<file path="config.mk">
export PLATFORM = sky130hd
export DESIGN_NAME = alu_result_tx_flat
export DESIGN_NICKNAME = d
export VERILOG_FILES = /design/src/rtl/alu_tx_pkg.sv /design/src/rtl/alu_result_tx_if.sv /design/src/rtl/alu_tx_baud_cnt.sv /design/src/rtl/alu_result_tx.sv /design/src/flat_wrapper.sv
export SDC_FILE = /design/constraint.sdc
export NUM_CORES = 1
export LEC_CHECK = 0
export BUFFER_PORTS_ARGS = -buffer_cell sky130_fd_sc_hd__buf_4
export CAP_MARGIN = 30
export CORE_ASPECT_RATIO = 0.5
export CORE_MARGIN = 1
export CORE_UTILIZATION = 40
export CTS_BUF_LIST = sky130_fd_sc_hd__clkbuf_8 sky130_fd_sc_hd__clkbuf_16
export DETAILED_ROUTE_END_ITERATION = 16
export GPL_TIMING_DRIVEN = 0
export PLACE_DENSITY = 0.63
export SLEW_MARGIN = 20
export SYNTH_ARGS = -nofsm -noshare
export SYNTH_HDL_FRONTEND = slang
export SYNTH_HIERARCHICAL = 1
export SYNTH_SLANG_ARGS = --single-unit
</file>
<file path="constraint.sdc">
create_clock -name clk -period 3 [get_ports clk]
set_clock_uncertainty 0.2 [all_clocks]
set_input_delay 0.3 -clock clk [delete_from_list [all_inputs] [get_ports clk]]
set_output_delay 0.3 -clock clk [all_outputs]
set_load 0.01 [all_outputs]
</file>
<file path="src/rtl/alu_tx_pkg.sv">
// Shared types and frame constants for the ALU result UART transmitter.
// Frame length depends on ALU_RESULT_TX_PARITY_EN (adds one even-parity bit).
package alu_tx_pkg;

    localparam int unsigned DATA_BITS = 8;

`ifdef ALU_RESULT_TX_PARITY_EN
    localparam int unsigned FRAME_BITS = 11;
`else
    localparam int unsigned FRAME_BITS = 10;
`endif

    typedef enum logic [2:0] {
        StIdle,
        StStart,
        StData,
`ifdef ALU_RESULT_TX_PARITY_EN
        StParity,
`endif
        StStop
    } tx_state_e;

endpackage

</file>
<file path="src/rtl/alu_result_tx_if.sv">
// Valid/ready byte handshake between an ALU result producer and the UART transmitter.
interface alu_result_tx_if;
    import alu_tx_pkg::*;

    logic [DATA_BITS-1:0] tx_data;
    logic                 tx_valid;
    logic                 tx_ready;

    modport master (
        output tx_data,
        output tx_valid,
        input  tx_ready
    );

    modport slave (
        input  tx_data,
        input  tx_valid,
        output tx_ready
    );
endinterface

</file>
<file path="src/rtl/alu_tx_baud_cnt.sv">
// Bit-period counter: one-cycle bit_done pulse every CLKS_PER_BIT enabled cycles.
module alu_tx_baud_cnt #(
    parameter int unsigned CLKS_PER_BIT = 87
) (
    input  logic clk,
    input  logic rst,
    input  logic clear,
    input  logic en,
    output logic bit_done
);

    localparam int unsigned CntW = (CLKS_PER_BIT > 1) ? $clog2(CLKS_PER_BIT) : 1;
    localparam logic [CntW-1:0] CntLast = CntW'(CLKS_PER_BIT - 1);

    logic [CntW-1:0] cnt_q;

    always_ff @(posedge clk) begin
        if (rst || clear) begin
            cnt_q <= '0;
        end else if (en) begin
            if (cnt_q == CntLast) begin
                cnt_q <= '0;
            end else begin
                cnt_q <= cnt_q + 1'b1;
            end
        end
    end

    assign bit_done = en && (cnt_q == CntLast);

endmodule

</file>
<file path="src/rtl/alu_result_tx.sv">
// UART transmitter for ALU result bytes: 8N1 frames, or 8E1 when
// ALU_RESULT_TX_PARITY_EN is defined. Synchronous active-high reset.
module alu_result_tx
    import alu_tx_pkg::*;
#(
    parameter int unsigned CLKS_PER_BIT = 87
) (
    input  logic             clk,
    input  logic             rst,
    alu_result_tx_if.slave   bus,
    output logic             tx,
    output logic             busy
);

    localparam logic [2:0] LastBit = 3'(DATA_BITS - 1);

    tx_state_e            state_q;
    logic                 tx_q;
    logic [DATA_BITS-1:0] shift_q;
    logic [2:0]           bit_idx_q;
`ifdef ALU_RESULT_TX_PARITY_EN
    logic                 parity_q;
`endif

    logic accept;
    logic bit_done;

    assign bus.tx_ready = (state_q == StIdle);
    assign busy         = (state_q != StIdle);
    assign accept       = bus.tx_valid && (state_q == StIdle);
    assign tx           = tx_q;

    alu_tx_baud_cnt #(
        .CLKS_PER_BIT (CLKS_PER_BIT)
    ) u_baud_cnt (
        .clk      (clk),
        .rst      (rst),
        .clear    (accept),
        .en       (busy),
        .bit_done (bit_done)
    );

    // Line level is registered; each transition loads the next bit onto tx_q.
    always_ff @(posedge clk) begin
        if (rst) begin
            state_q   <= StIdle;
            tx_q      <= 1'b1;
            shift_q   <= '0;
            bit_idx_q <= '0;
`ifdef ALU_RESULT_TX_PARITY_EN
            parity_q  <= 1'b0;
`endif
        end else begin
            case (state_q)
                StIdle: begin
                    if (bus.tx_valid) begin
                        state_q   <= StStart;
                        tx_q      <= 1'b0;
                        shift_q   <= bus.tx_data;
                        bit_idx_q <= '0;
`ifdef ALU_RESULT_TX_PARITY_EN
                        parity_q  <= ^bus.tx_data;
`endif
                    end
                end
                StStart: begin
                    if (bit_done) begin
                        state_q <= StData;
                        tx_q    <= shift_q[0];
                        shift_q <= {1'b0, shift_q[DATA_BITS-1:1]};
                    end
                end
                StData: begin
                    if (bit_done) begin
                        // Index holds at the last bit; it is cleared on the next handshake.
                        if (bit_idx_q == LastBit) begin
`ifdef ALU_RESULT_TX_PARITY_EN
                            state_q <= StParity;
                            tx_q    <= parity_q;
`else
                            state_q <= StStop;
                            tx_q    <= 1'b1;
`endif
                        end else begin
                            bit_idx_q <= bit_idx_q + 1'b1;
                            tx_q      <= shift_q[0];
                            shift_q   <= {1'b0, shift_q[DATA_BITS-1:1]};
                        end
                    end
                end
`ifdef ALU_RESULT_TX_PARITY_EN
                StParity: begin
                    if (bit_done) begin
                        state_q <= StStop;
                        tx_q    <= 1'b1;
                    end
                end
`endif
                StStop: begin
                    if (bit_done) begin
                        state_q <= StIdle;
                        tx_q    <= 1'b1;
                    end
                end
                default: begin
                    state_q <= StIdle;
                    tx_q    <= 1'b1;
                end
            endcase
        end
    end

endmodule

</file>
<file path="src/flat_wrapper.sv">
// flat-port wrapper written by rule: the top's interface ports become plain ports
module alu_result_tx_flat import alu_tx_pkg::*;
#(
    parameter int unsigned CLKS_PER_BIT = 87
)
  (clk, rst, tx, busy, bus_tx_data, bus_tx_valid, bus_tx_ready);
  alu_result_tx_if bus_i ();
  input  logic clk;
  input  logic rst;
  output logic tx;
  output logic busy;
  input wire logic [$bits(bus_i.tx_data)-1:0] bus_tx_data;
  input wire logic [$bits(bus_i.tx_valid)-1:0] bus_tx_valid;
  output wire logic [$bits(bus_i.tx_ready)-1:0] bus_tx_ready;
  assign bus_i.tx_data = bus_tx_data;
  assign bus_i.tx_valid = bus_tx_valid;
  assign bus_tx_ready = bus_i.tx_ready;
  alu_result_tx #(.CLKS_PER_BIT(CLKS_PER_BIT)) u_core (.clk(clk), .rst(rst), .bus(bus_i), .tx(tx), .busy(busy));
endmodule
</file>
==> impl_metrics.json <==
{
  "tightest_slew_ps": 645,
  "fillers": 266,
  "cts-resized-gates": 0,
  "rsz0062_at_grt": "no",
  "post_cts_buffers": 0,
  "wl_per_cell_um": 11.9,
  "cts_tree": "done",
  "multi_input_area_um2": 667,
  "first_global_vias": 807,
  "cts_hold_buf": 0,
  "grt_pass1_wl_um": 3510,
  "clkTransAtPathRegs_ps": 70,
  "syn_to_final_growth_pct": 16.5,
  "htree_levels": 1,
  "crit_chain": "inv_1 > ha_1 > inv_1 > buf_4 > nand4_1 > nor2_1 > o21ai_0 > clkbuf_1 > or3_1 > a21oi_1",
  "synthMuxAreaShare": 0.0962,
  "synth_compound_area_frac": 0.161,
  "pwr-share-seq": 0.331,
  "clk_latency_ps": 260,
  "p_int_w": 0.000723,
  "maxCapViolCount": 0,
  "cts-root-buf": "clkbuf_8",
  "port_buffers": 13,
  "finalHoldViolations": 0,
  "dr_total_vias": 948,
  "dp_hpwl_um": 1530,
  "num_antenna_cells": 0,
  "drcViolationCount": 0,
  "worstSetupStartpointType": "register",
  "avgViaCountPerCell": 5.12,
  "worst-path-max-fanout": 10,
  "synth-simple-area-share": 0.204,
  "r2r_slack_ps": 230,
  "antenna_found_initial": 0,
  "cts_num_sinks": 21,
  "fin_crit_sh": 0.925,
  "gp_congestion": 0.778,
  "status": "completed",
  "min_to": "u_core/shift_q[7]",
  "worst_ep_arrival_time_ps": 2760,
  "layout-drive-gt1-share": 0.182,
  "cp.required_ps": 2990,
  "worst-path-buf-inv": 4,
  "p_sw_frac": 0.393,
  "max_freq_mhz": 361,
  "cts_buffers": 3,
  "cp_top_family": "simple AND/OR/NAND/NOR gates",
  "drtPass1Iterations": 4,
  "power_frac_comb": 0.517,
  "power.density_mw_per_mm2": 893,
  "ant_nets": 0,
  "die_w_um": 77.7,
  "dieArea_mm2": 0.00309,
  "synthAdderAreaFrac": 0.0984,
  "start_util": 0.432,
  "synth-seq-cells": 21,
  "synth_warnings": 6,
  "rows": 13,
  "drtIter0Drc": 27,
  "slew_headroom": 0.566,
  "cpMostUsedCell": "inv_1",
  "period_minus_slack_ps": 2770,
  "synthCells": 131,
  "coreArea_mm2": 0.00265,
  "ys_types": 33,
  "crit_path_end_kind": "register",
  "postLayoutCoreUtil": 0.503,
  "cts_buffer_depth": 2,
  "grt_max_degree": 12,
  "seq_area_um2": 420,
  "synth-xor-area-share": 0.0230,
  "die_h_um": 39.8,
  "slowest_delay_ps": 380,
  "nNetsFinal": 169,
  "slowest_stage": "dfxtp_1",
  "reg2reg_depth": 10,
  "r2r-end": "u_core/shift_q[0]",
  "syn_area_mm2": 0.00114,
  "crit_start": "u_core/state_q[0]",
  "io_pins": 14,
  "power.leakage_nw": 0.539,
  "whs_path_depth": 2,
  "worstSetupPathType": "reg2reg",
  "overflow": 0,
  "finalSetupTns_ps": 0,
  "synth_nets": 151,
  "power_frac_clock": 0.153,
  "setup_viol": 0,
  "maxSlewViolCount": 0,
  "worst_hold_slack_ps": 49.0,
  "holdCritStartpoint": "rst",
  "grtUsageTotal": 0.156,
  "wirelength_um": 2190,
  "power.switching_w": 0.000468,
  "synth.avg_cell_area_um2": 8.74,
  "peakVddDrop_v": 0.000319,
  "regToRegStartpoint": "u_core/state_q[0]",
  "seq_area_frac_synth": 0.367,
  "synth_top_family_by_area": "simple AND/OR/NAND/NOR gates",
  "min_path_type": "in2reg"
}
metal layers:
layer / up-vias / global-route usage / wire length, µm
met5: - / 0 / 0
met4: 0 / 0.0708 / 45
met3: 6 / 0.0512 / 109
met2: 21 / 0.281 / 909
met1: 427 / 0.176 / 1130
li1: 494 / - / -
through the flow:
step                      total power (W)  cells  setup slack (ps)  instance area [µm²]
final                             0.00119    185               226                 1330
after global routing              0.00129    185              22.2                 1330
after CTS                         0.00120    185               250                 1330
after detailed placement          0.00101    181               287                 1290
after global placement            0.00101    181               273                 1290
after floorplan                  0.000864    131               475                 1140
cells in the mapped netlist, drive strengths merged:
cell | count | area (µm²)
xor2 | 2 | 17.5
a211oi | 2 | 20.0
a21oi | 14 | 70.1
or3 | 10 | 65.1
o21ai | 13 | 68.8
ha | 9 | 113
inv | 7 | 26.3
and2 | 3 | 21.3
nand4 | 3 | 18.8
or3b | 1 | 8.76
nor4 | 1 | 6.26
buf | 2 | 18.8
mux2i | 11 | 110
a22o | 1 | 8.76
nor2 | 13 | 51.3
nor2b | 1 | 6.26
clkbuf | 3 | 12.5
dfxtp | 21 | 420
or2 | 1 | 6.26
a21boi | 1 | 7.51
xnor2 | 1 | 8.76
o221ai | 1 | 8.76
or4 | 1 | 7.51
nand2 | 5 | 18.8
nand2b | 3 | 18.8
nor3 | 1 | 5.00
placed cells by master, fill, tap and decap left out, types with 2 or more instances in the layout:
master    instances
a21oi_1          14
and2_2            2
buf_4            14
clkbuf_1          2
clkbuf_8          3
dfxtp_1          21
ha_1              9
inv_1             8
mux2i_1          11
nand2_1           5
nand2b_1          3
nand4_1           3
nor2_1           12
o21ai_0          12
or3_1             8
or3_2             2
xor2_1            2
final cells by class:
cell class / count / share of cell area
plain buffers: 5 / 0.0235
clock buffers: 3 / 0.0310
clock inverters: 1 / 0.00281
inverters: 7 / 0.0197
multi-input cells: 98 / 0.500
flip-flops and latches: 21 / 0.315
well taps: 37 / 0.0347
repair buffers: 13 / 0.0732
power groups by stage:
stage | Combinational [W] | Clock [W] | Sequential (W)
floorplan | 0.000469 | 0 | 0.000394
global placement | 0.000609 | 0 | 0.000399
detailed placement | 0.000611 | 0 | 0.000400
CTS | 0.000618 | 0.000187 | 0.000394
global route | 0.000684 | 0.000198 | 0.000403
finish | 0.000615 | 0.000182 | 0.000394
state kept, by name, indices dropped and copies added (netlist names):
register	flops
u_core/tx	1
u_core/bit_idx_q	3
u_core/state_q	2
u_core/u_baud_cnt/cnt_q	7
u_core/shift_q	8
logic make-up (layout without fill, tap and decap cells):
kind of cell / after synthesis / count (layout)
AND/OR/NAND/NOR: 43 / 43
AO/OA/AOI/OAI: 32 / 32
flip-flops: 21 / 21
buffers and inverters: 12 / 29
multiplexers: 11 / 11
adder cells (fa/ha/maj): 9 / 9
XOR/XNOR: 3 / 3
how the worst max path moves through the flow:
stage	endpoint	slack (ps)	cells past startpoint
4_1_cts	u_core/shift_q[0]	250	10
6_report	u_core/shift_q[0]	230	10
5_1_grt	u_core/shift_q[0]	20	10
3_3_place_gp	u_core/shift_q[0]	270	10
3_5_place_dp	u_core/shift_q[1]	290	10
2_1_floorplan	u_core/shift_q[0]	480	11
(Power assumes the default switching activity.)
